File: config.mk
export PLATFORM = sky130hd
export DESIGN_NAME = matrix_engine_wb
export DESIGN_NICKNAME = d
export VERILOG_FILES = /design/src/rtl/matrix_engine_pkg.sv /design/src/rtl/matrix_engine_mac.sv /design/src/rtl/matrix_engine_wb.sv
export SDC_FILE = /design/constraint.sdc
export NUM_CORES = 2
export LEC_CHECK = 0
export BUFFER_PORTS_ARGS = -buffer_cell sky130_fd_sc_hd__buf_2
export CAP_MARGIN = 20
export CORE_MARGIN = 5
export CORE_UTILIZATION = 45
export CTS_BUF_LIST = sky130_fd_sc_hd__clkbuf_16
export DETAILED_ROUTE_END_ITERATION = 6
export GPL_ROUTABILITY_DRIVEN = 0
export PLACE_DENSITY = 0.63
export RECOVER_POWER = 25
export SLEW_MARGIN = 10
export SYNTH_ARGS = -nofsm -noshare
export SYNTH_HDL_FRONTEND = slang
export SYNTH_SLANG_ARGS = --single-unit
File: constraint.sdc
create_clock -name wb_clk_i -period 11.6 [get_ports wb_clk_i]
set_input_delay 1.74 -clock wb_clk_i [delete_from_list [all_inputs] [get_ports wb_clk_i]]
set_output_delay 1.74 -clock wb_clk_i [all_outputs]
set_load 0.005 [all_outputs]
File: src/rtl/matrix_engine_pkg.sv
// Shared encodings for the Wishbone matrix engine: address regions, control
// register indices, operation codes and sequencer states.
package matrix_engine_pkg;

  typedef enum logic [1:0] {
    REGION_CTRL = 2'b00,
    REGION_A    = 2'b01,
    REGION_B    = 2'b10,
    REGION_C    = 2'b11
  } region_e;

  typedef enum logic [2:0] {
    IDX_OP     = 3'd0,
    IDX_M      = 3'd1,
    IDX_K      = 3'd2,
    IDX_P      = 3'd3,
    IDX_CTRL   = 3'd4,
    IDX_STATUS = 3'd5,
    IDX_IRQEN  = 3'd6,
    IDX_RSVD   = 3'd7
  } ctrl_idx_e;

  typedef enum logic [1:0] {
    OP_NOP = 2'd0,
    OP_MUL = 2'd1,
    OP_ADD = 2'd2,
    OP_HAD = 2'd3
  } op_e;

  typedef enum logic [1:0] {
    ST_IDLE  = 2'd0,
    ST_CALC  = 2'd1,
    ST_WRITE = 2'd2,
    ST_DONE  = 2'd3
  } state_e;

endpackage

File: src/rtl/matrix_engine_mac.sv
// Single arithmetic lane: multiply or add two operands and accumulate,
// with a clear that restarts the accumulation from zero.
module matrix_engine_mac
  import matrix_engine_pkg::*;
#(
  parameter int DW = 32
) (
  input  logic          wb_clk_i,
  input  logic          wb_rst_ni,
  input  logic          en,
  input  logic          clr,
  input  logic          add_mode,
  input  logic [DW-1:0] a,
  input  logic [DW-1:0] b,
  output logic [DW-1:0] acc
);

  logic [DW-1:0] acc_reg;
  logic [DW-1:0] term;
  logic [DW-1:0] base;

  always_comb begin
    term = add_mode ? (a + b) : (a * b);
    base = clr ? '0 : acc_reg;
  end

  always_ff @(posedge wb_clk_i or negedge wb_rst_ni) begin
    if (!wb_rst_ni) begin
      acc_reg <= '0;
    end else if (en) begin
      acc_reg <= base + term;
    end
  end

  assign acc = acc_reg;

endmodule

File: src/rtl/matrix_engine_wb.sv
// Wishbone-mapped matrix engine: A/B/C operand stores, control registers and a
// sequencer that walks C row-major through one shared multiply/add lane.
module matrix_engine_wb
  import matrix_engine_pkg::*;
#(
  parameter int DW = 32,
  parameter int N  = 4
) (
  input  logic          wb_clk_i,
  input  logic          wb_rst_ni,
  input  logic [31:0]   wb_addr_i,
  input  logic          wb_we_i,
  input  logic          wb_stb_i,
  input  logic [DW-1:0] wb_data_i,
  output logic          wb_ack_o,
  output logic [DW-1:0] wb_data_o,
  output logic          irq_o
);

  localparam int IW = $clog2(N);

  state_e        state_reg, state_next;
  logic [DW-1:0] cfg_op_reg, cfg_m_reg, cfg_k_reg, cfg_p_reg;
  logic          irqen_reg, done_reg, done_next, err_reg, err_next;
  logic          ack_reg, irq_reg;
  logic [DW-1:0] data_reg, rd_next;
  logic [IW-1:0] i_reg, j_reg, k_reg;

  logic [DW-1:0] a_mem [N][N];
  logic [DW-1:0] b_mem [N][N];
  logic [DW-1:0] c_mem [N][N];

  region_e       region;
  ctrl_idx_e     reg_idx;
  logic [29-IW:0] row_full;
  logic [IW-1:0] row_idx, col_idx;
  logic          in_range, busy;
  logic          acc_stb, wr, ctrl_wr, cfg_wr, status_wr, a_we, b_we, drop_err;
  logic          start, start_ok, start_bad, op_valid, dims_ok;
  op_e           op_sel;
  logic          elem_mode, last_k, last_elem;
  logic [IW-1:0] m_lim, k_lim, p_lim;
  logic          mac_en, mac_clr, mac_add, c_we;
  logic [DW-1:0] mac_a, mac_b, mac_acc;

  function automatic logic dim_ok(input logic [DW-1:0] v);
    return (v != '0) && (v <= DW'(N));
  endfunction

  // Everything above the column field belongs to the row, so rows past N
  // are caught instead of aliasing onto a valid row.
  assign region   = region_e'(wb_addr_i[31:30]);
  assign reg_idx  = ctrl_idx_e'(wb_addr_i[2:0]);
  assign row_full = wb_addr_i[29:IW];
  assign row_idx  = row_full[IW-1:0];
  assign col_idx  = wb_addr_i[IW-1:0];
  assign in_range = (32'(row_full) < N) && (32'(col_idx) < N);
  assign busy     = (state_reg != ST_IDLE);

  assign acc_stb   = wb_stb_i & ~ack_reg;
  assign wr        = acc_stb & wb_we_i;
  assign ctrl_wr   = wr && (region == REGION_CTRL);
  assign cfg_wr    = ctrl_wr && !busy;
  assign status_wr = ctrl_wr && (reg_idx == IDX_STATUS);
  assign a_we      = wr && (region == REGION_A) && in_range && !busy;
  assign b_we      = wr && (region == REGION_B) && in_range && !busy;
  assign drop_err  = busy && wr &&
                     ((region == REGION_A) || (region == REGION_B) ||
                      ((region == REGION_CTRL) && (reg_idx <= IDX_P)));

  assign op_sel    = op_e'(cfg_op_reg[1:0]);
  assign op_valid  = (cfg_op_reg[DW-1:2] == '0) && (op_sel != OP_NOP);
  assign dims_ok   = dim_ok(cfg_m_reg) && dim_ok(cfg_k_reg) && dim_ok(cfg_p_reg);
  assign start     = ctrl_wr && (reg_idx == IDX_CTRL) && wb_data_i[0] && !busy;
  assign start_ok  = start && op_valid && dims_ok;
  assign start_bad = start && !(op_valid && dims_ok);

  // Dimensions are validated to 1..N, so the IW-bit wrap of dim-1 is exact.
  assign m_lim     = IW'(cfg_m_reg - DW'(1));
  assign k_lim     = IW'(cfg_k_reg - DW'(1));
  assign p_lim     = IW'(cfg_p_reg - DW'(1));
  assign elem_mode = (op_sel != OP_MUL);
  assign last_k    = (k_reg == k_lim);
  assign last_elem = (i_reg == m_lim) && (j_reg == p_lim);

  always_comb begin
    state_next = state_reg;
    mac_en     = 1'b0;
    mac_clr    = elem_mode || (k_reg == '0);
    mac_add    = (op_sel == OP_ADD);
    c_we       = 1'b0;
    mac_a      = elem_mode ? a_mem[i_reg][j_reg] : a_mem[i_reg][k_reg];
    mac_b      = elem_mode ? b_mem[i_reg][j_reg] : b_mem[k_reg][j_reg];
    unique case (state_reg)
      ST_IDLE:  if (start_ok) state_next = ST_CALC;
      ST_CALC: begin
        mac_en = 1'b1;
        if (elem_mode || last_k) state_next = ST_WRITE;
      end
      ST_WRITE: begin
        c_we       = 1'b1;
        state_next = last_elem ? ST_DONE : ST_CALC;
      end
      ST_DONE:  state_next = ST_IDLE;
      default:  state_next = ST_IDLE;
    endcase
  end

  // A done raised this cycle wins over a simultaneous W1C of the same bit.
  always_comb begin
    done_next = done_reg;
    err_next  = err_reg;
    if (status_wr && wb_data_i[1]) done_next = 1'b0;
    if (status_wr && wb_data_i[2]) err_next  = 1'b0;
    if (start) begin
      done_next = 1'b0;
      err_next  = 1'b0;
    end
    if (start_bad || (state_reg == ST_DONE)) done_next = 1'b1;
    if (start_bad || drop_err) err_next = 1'b1;
  end

  always_comb begin
    rd_next = '0;
    unique case (region)
      REGION_CTRL: begin
        unique case (reg_idx)
          IDX_OP:     rd_next = cfg_op_reg;
          IDX_M:      rd_next = cfg_m_reg;
          IDX_K:      rd_next = cfg_k_reg;
          IDX_P:      rd_next = cfg_p_reg;
          IDX_STATUS: rd_next = DW'({err_reg, done_reg, busy});
          IDX_IRQEN:  rd_next = DW'(irqen_reg);
          default:    rd_next = '0;
        endcase
      end
      REGION_A: if (in_range) rd_next = a_mem[row_idx][col_idx];
      REGION_B: if (in_range) rd_next = b_mem[row_idx][col_idx];
      REGION_C: if (in_range && !busy) rd_next = c_mem[row_idx][col_idx];
      default:  rd_next = '0;
    endcase
  end

  always_ff @(posedge wb_clk_i or negedge wb_rst_ni) begin
    if (!wb_rst_ni) begin
      state_reg  <= ST_IDLE;
      cfg_op_reg <= '0;
      cfg_m_reg  <= '0;
      cfg_k_reg  <= '0;
      cfg_p_reg  <= '0;
      irqen_reg  <= 1'b0;
      done_reg   <= 1'b0;
      err_reg    <= 1'b0;
      ack_reg    <= 1'b0;
      data_reg   <= '0;
      irq_reg    <= 1'b0;
      i_reg      <= '0;
      j_reg      <= '0;
      k_reg      <= '0;
    end else begin
      state_reg <= state_next;
      done_reg  <= done_next;
      err_reg   <= err_next;
      ack_reg   <= acc_stb;
      irq_reg   <= done_reg & irqen_reg;
      if (acc_stb) data_reg <= wb_we_i ? '0 : rd_next;
      if (cfg_wr && (reg_idx == IDX_OP)) cfg_op_reg <= wb_data_i;
      if (cfg_wr && (reg_idx == IDX_M))  cfg_m_reg  <= wb_data_i;
      if (cfg_wr && (reg_idx == IDX_K))  cfg_k_reg  <= wb_data_i;
      if (cfg_wr && (reg_idx == IDX_P))  cfg_p_reg  <= wb_data_i;
      if (ctrl_wr && (reg_idx == IDX_IRQEN)) irqen_reg <= wb_data_i[0];
      unique case (state_reg)
        ST_IDLE: begin
          i_reg <= '0;
          j_reg <= '0;
          k_reg <= '0;
        end
        ST_CALC: k_reg <= k_reg + IW'(1);
        ST_WRITE: begin
          k_reg <= '0;
          if (j_reg == p_lim) begin
            j_reg <= '0;
            i_reg <= i_reg + IW'(1);
          end else begin
            j_reg <= j_reg + IW'(1);
          end
        end
        default: ;
      endcase
    end
  end

  always_ff @(posedge wb_clk_i or negedge wb_rst_ni) begin
    if (!wb_rst_ni) begin
      for (int r = 0; r < N; r++) begin
        for (int c = 0; c < N; c++) begin
          a_mem[r][c] <= '0;
          b_mem[r][c] <= '0;
          c_mem[r][c] <= '0;
        end
      end
    end else begin
      if (a_we) a_mem[row_idx][col_idx] <= wb_data_i;
      if (b_we) b_mem[row_idx][col_idx] <= wb_data_i;
      if (c_we) c_mem[i_reg][j_reg] <= mac_acc;
    end
  end

  matrix_engine_mac #(.DW(DW)) u_mac (
    .wb_clk_i (wb_clk_i),
    .wb_rst_ni(wb_rst_ni),
    .en       (mac_en),
    .clr      (mac_clr),
    .add_mode (mac_add),
    .a        (mac_a),
    .b        (mac_b),
    .acc      (mac_acc)
  );

  assign wb_ack_o  = ack_reg;
  assign wb_data_o = data_reg;
  assign irq_o     = irq_reg;

endmodule

-- Word-level counts from Yosys, hierarchy flattened
Cells that the tools add are included.
W data, S select, Z words.
- multiplexer cells: 77
- reduce and logical (&&, ||, !) cells: 63
- multiply operators: 1
- add/subtract/negate cells: 8
- order comparisons: 14
- bitwise logic cells: 9
- equality and inequality tests: 20
- operators with widths (operator ; number):
    $mux W128 ; 14
    $bmux W128 S2 ; 6
    $bwmux W512 ; 3
    $mux W32 ; 24
    $demux W128 S2 ; 2
    $bmux W32 S2 ; 7
    $pmux W32 S6 ; 1
    $demux W32 S2 ; 2
    $pmux W32 S4 ; 1
    $le A32 B3 Y1 const B ; 3
    $reduce_bool A32 Y1 ; 3
    $add A32 B32 Y32 ; 2
    $logic_and A1 B1 Y1 ; 38
    $mul A32 B32 Y32 ; 1
    $logic_not A30 Y1 ; 1
    $lt A28 B3 Y1 const B ; 1
    $ge A3 B3 Y1 const B ; 5
    $not A2 Y3 ; 5
    $lt A3 B1 Y1 const B ; 4
    $pmux W2 S2 ; 3
    $eq A2 B2 Y1 const B ; 5
    $mux W2 ; 5
    $eq A3 B3 Y1 const B ; 3
    $mux W1 ; 8
    20 further kinds ; 45
- logic and storage cells: 255
- input bits: 68
- output and inout port bits: 34
- register bits: 1741

-- Longest topological paths before layout
- word-level depth: 11
- depth in mapped cells: 56
- depth with buffers taken out: 47

-- Modules after synthesis
Synthesis repeated with hierarchy kept, for this count alone.
- cells, all modules: 8257
- area, all modules: 111421.9 um^2
- modules (own cells, without submodules) (module ; times used ; cells an instance ; area an instance (um^2) ; sequential area each (um^2)):
    matrix_engine_wb ; 1 ; 5908 ; 91171.2 ; 42766.0
    matrix_engine_mac ; 1 ; 2349 ; 20250.7 ; 800.8

-- Worst setup path before layout
Ideal clock, no wire load.
- path type: reg-to-reg
- from: reg i_reg[0]
- to: reg u_mac.acc_reg[31] (netlist: u_mac.acc[31])
- path slack: 0.990 ns
- stages on the path, launching flop included: 52
- setup time: 0.133 ns
- buffers on the path: 7
- period minus slack after synthesis: 10.610 ns
- arrival time: 10.477 ns
- required time: 11.467 ns
- cell sequence: dfrtp_1 -> buf_6 -> buf_6 -> buf_6 -> buf_6 -> buf_6 -> buf_6 -> mux4_2 -> mux2i_1 -> o22ai_1 -> a221oi_1 -> inv_1 -> clkbuf_1 -> ha_1 -> fa_1 -> fa_1 -> inv_1 -> fa_1 -> [16 not listed] -> nor2_1 -> nor2b_1 -> o21ai_0 -> nand2b_1 -> xnor2_1 -> o21ai_0 -> ha_1 -> nand3_1 -> nor2_1 -> o21ai_0 -> nand3_1 -> a31o_2 -> o21ai_0 -> nand2b_1 -> a21oi_1 -> xnor2_1 -> mux2i_1 -> a21oi_1
- word-level cells in the longest chain between the ends: 11
- elaborated cells on any way between the ends: 22
- those cells by class: 2 x add/sub; 1 x mul; 18 x mux; 1 x bitwise
- RTL lines (item ; line ; source):
    from (decl) ; matrix_engine_wb.sv:27 ; logic [IW-1:0] i_reg, j_reg, k_reg;
    from (signal assigned) ; matrix_engine_wb.sv:183 ; i_reg <= i_reg + IW'(1);
    $not A2 Y3 (implied by the code) (*) ; matrix_engine_wb.sv:92, matrix_engine_wb.sv:93 ;
    $bmux W128 S2 (on tied branches) ; matrix_engine_wb.sv:92, matrix_engine_wb.sv:93 ;
    $mux W128 (on tied branches) (2 in a row) ; matrix_engine_wb.sv:92, matrix_engine_wb.sv:93 ;
    $bmux W32 S2 (on tied branches) ; matrix_engine_wb.sv:92, matrix_engine_wb.sv:93 ;
    $mux W32 (on tied branches) (3 in a row) ; matrix_engine_wb.sv:92, matrix_engine_wb.sv:93 ;
    $mul A32 B32 Y32 or $add A32 B32 Y32 (tied branches) ; matrix_engine_mac.sv:23 ; term = add_mode ? (a + b) : (a * b);
    $mux W32 (*) ; matrix_engine_mac.sv:23 ;
    $add A32 B32 Y32 (*) ; matrix_engine_mac.sv:31 ; acc_reg <= base + term;
    to (signal assigned) ; matrix_engine_mac.sv:31 ;
    to (decl) ; matrix_engine_mac.sv:18 ; logic [DW-1:0] acc_reg;
Every way passes the cells marked *; elsewhere a longest branch is shown, timed or not. The select of a mux whose other input is x is not followed.
A chain may end at the register's enable or synchronous reset.

-- Worst setup path after layout
- from: reg cfg_op_reg[0]
- to: reg u_mac.acc_reg[30] (netlist: u_mac.acc[30])
- word-level cells in the longest chain between the ends: 5
- elaborated cells on any way between the ends: 10
- those cells by class: 2 x add/sub; 1 x mul; 2 x eq/ne; 4 x mux; 1 x reduce/logical
- RTL lines (item ; line ; source):
    from (decl) ; matrix_engine_wb.sv:23 ; logic [DW-1:0] cfg_op_reg, cfg_m_reg, cfg_k_reg, cfg_p_reg;
    from (signal assigned) ; matrix_engine_wb.sv:167 ; if (cfg_wr && (reg_idx == IDX_OP)) cfg_op_reg <= wb_data_i;
    $ne A2 B1 Y1 ; matrix_engine_wb.sv:82 ; assign elem_mode = (op_sel != OP_MUL);
    $mux W32 (on tied branches) ; matrix_engine_wb.sv:92, matrix_engine_wb.sv:93 ;
    $mul A32 B32 Y32 or $add A32 B32 Y32 (tied branches) ; matrix_engine_mac.sv:23 ;
    $mux W32 ; matrix_engine_mac.sv:23 ;
    $add A32 B32 Y32 (*) ; matrix_engine_mac.sv:31 ;
Every way passes the cells marked *; elsewhere a longest branch is shown, timed or not.

==> results.md <==
* Synth Area in Simple Gates at about 4.9%
* Most used cell, CP: fa_1
* CP Class: reg2reg
* Die Width at 507.8 um
* Number of port buffers at about 100
* First-pass GRT wire length at 541200 um
* Post-synth EDFFs at 0
* Die height at between 500 and 600 um
* Status: complete, but fails checks
* Net switching power at 4.712 mW
* Reg2Reg Launch Point: cfg_op_reg[0]
* Congestion Overflow GR at 0
* Post-synthesis cell area at about 110000 sq um
* Clock power share at a little under two fifths
* Commonest non-fill, non-tap cell in the layout: dfrtp_1
* Syn_nets at 8963
* Wirelength per Cell at between 30 and 40 um
* Antenna violations before repair at 10
* Sequential cell area fraction in the yosys report at between 30% and 40%
* Crit. End Element: register
* Achievable frequency at approximately 90 MHz
* Detailed-route wire length at 367000 um
* Synth Area in Compound Gates at 3.129%
* DP Wirelength at between 200000 and 250000 um
* Critical Path AT at roughly 12 ns
* Ys Warns at 0
* Post-synthesis xor/xnor area fraction at under 10%
* Async SR Flop Fraction at 100.0%
* I/O pin total at between 100 and 150
* Largest stage delay, worst path at a little over 0.7 ns
* Worst hold slack at ~0.48 ns
* Avg Vias per Cell at 6.402
* Distinct cells, synth at 80
* Hold EP: wb_data_o[29]
* Clock Latency Late Sink at 0.89 ns
* CTS HTree Levels at 4
* Final worst-path cycle share at 95.64%
* Total track usage at between 20% and 30%
* Worst EP required at between 10 and 15 ns
* Register bit total from synthesis at approximately 1700
* Fin crit period at 11.09 ns
* Post-route ant nets at 0
* Largest registers: a_mem (512), b_mem (512), c_mem (512)
* Row cnt at around 180
* Hold Violations, Final at 0
* Most frequent cells in the layout: dfrtp_1 (1734), mux2_2 (1667), mux4_2 (958), inv_1 (574), nand2_1 (571)
* FF-to-FF End: u_mac.acc[30]
* Worst VDD drop at about 0.18 mV
* Clock sinks at roughly 1700
* Root Buffer: clkbuf_16
* Share of layout cells above drive strength 1 at about two fifths
* CP max-delay cell: or3b_2
* Area share of the largest cell type after synthesis at 39.08%
* DR iter-0 viols at between 7000 and 8000
* Largest family of logic cells by synthesized area: multiplexers
* Detailed-router iteration count before antenna repair at 6
* Switching Fraction at 31.33%
* Slew @ Worst Pin at between 8 and 9 ns
* Vias at approximately 75000
* Starting Density at between 40 and 50%
* Deepest clock path buffer count at 3
* Core region area at 246200 sq um
* Nets at 8865
* CTS buffer count at 185
* Largest net degree at the start of global routing at around 190
* Layout overhead on the synthesized area at 9.447%
* Synth Area in Adders at under 10%
* Combinational power share at approximately a fifth
* Worst setup startpoint: cfg_op_reg[0]
* Number of global-route vias before repair at roughly 78000
* Post-Route Setup TNS at 0 ns
* Failing checks: capacitance limit, slew limit
* Area of the die at 257800 sq um
* DP Worst Slack at around 0.36 ns
* Synth Instances at a little over 8000
* P per Cell Area at between 100 and 150 nW/um^2
* Worst slew margin at -445.1%
* Worst r2r path cells at 40
* MaxCap Viol Count at 12
* Hold Path Depth at 2
* Worst Slack Setup Final at about 0.51 ns
* Pint at slightly above 10 mW
* RSZ-0062 raised after global routing: no
* Cell taking the most area after synthesis: dfrtp_1
* Worst-path clk slew at around 0.070 ns
* Critical path peak fanout at 9
* Top cells by area, synth: dfrtp_1 (39%), mux4_2 (19%), mux2_2 (17%)
* CP startpoint kind: register
* DRC at 0
* LEAKAGE at 57.58 nW
* CTS tree: yes
* Sequential power share at 42.6%
* Post-synth top flop: dfrtp_1
* Final Setup Violations at 0
* Hold wc startpoint: wb_data_o[29]
* Min-delay worst type: reg2reg
* Mean Syn Cell Area at 13.46 sq um
* Post-synthesis mux area share at 37.35%
* Slew Limit Fails at ~510
* Fin Clk Skew at 0.08234 ns
* Register-to-register setup slack at 0.51 ns
worst max-delay path, delay by kind of cell, from the launching register on:
kind / cells / cell delay [ns]
compound gates: 10 / 1.92
fa+ha+maj: 10 / 4.60
flops: 1 / 0.50
buf+inv: 10 / 1.55
simple gates: 8 / 2.11
xor+xnor: 2 / 0.29
cell families after synthesis:
kind of cell               after synthesis
muxes                                 2753
xor gates and xnor gates               136
adders and majority gates              613
AOI/OAI and AO/OA                      559
buffers and inverters                 1262
and+or+nand+nor                       1218
DFF                                   1741
cells in the mapped netlist, drive strengths merged (25+ instances only):
master     n
mux2i    128
fa       410
nor2     261
mux4     958
ha       203
a22oi     68
buf      351
inv      549
nand2    605
xnor2     94
a21oi    174
o21ai    139
o22ai     40
dfrtp   1741
mux2    1667
and2      94
nor4      43
nor3      34
xor2      32
clkbuf   357
nor2b     28
nand2b    28
nand3     52
a21o      25
power groups by stage:
stage / clock [mW] / combinational (mW) / sequential, mW
after global routing: 6.11 / 2.96 / 6.42
after CTS: 5.86 / 2.76 / 6.41
final: 5.78 / 2.85 / 6.41
after floorplan: 0 / 1.76 / 6.37
after global placement: 0 / 2.74 / 6.51
after detailed placement: 0 / 2.76 / 6.52
per-stage QoR:
stage          instance area (sq um)  instances  util [%]  power (mW)
6_report                      122000      11660     49.57       15.04
5_1_grt                       122000      11650     49.56       15.49
4_1_cts                       121700      11620     49.45       15.04
3_5_place_dp                  115900      11280     47.08       9.279
3_3_place_gp                  115900      11280     47.08       9.246
2_1_floorplan                 111500       8282         -       8.132
worst max path at each step:
stage / to / slack, ns / depth (start not counted)
after floorplan: u_mac.acc[31] / 0.99 / 51
after global placement: u_mac.acc[31] / 0.38 / 47
after detailed placement: u_mac.acc[30] / 0.36 / 44
after CTS: u_mac.acc[31] / 0.31 / 47
after global routing: u_mac.acc[31] / 0.02 / 46
final: u_mac.acc[30] / 0.51 / 40
metal layers:
metal  vias to the layer above  track usage (%)  part of all wire [%]
met5                         -                0                0.0057
li1                      29900                -                     -
met4                         4            14.72                   6.5
met1                     40030            38.39                    39
met3                       981            7.188                   9.8
met2                      3710            42.78                    45
area by class of cell:
class	instances	area (sq um)
Fill cell	21030	124100
Multi-Input combinational cell	5280	62940
Sequential cell	1741	43590
Clock buffer	185	4629
Tap cell	3312	4144
Timing Repair Buffer	422	3396
Inverter	554	2088
Clock inverter	156	1215
Antenna cell	6	15.01
repair_timing:
item	in CTS	in global routing
endpoints found under the hold margin	0	0
buffers inserted	0	20
hold buffers	0	0
resized for setup	0	21
endpoints found under the setup margin	0	3
Power figures use the tool's default switching activity.
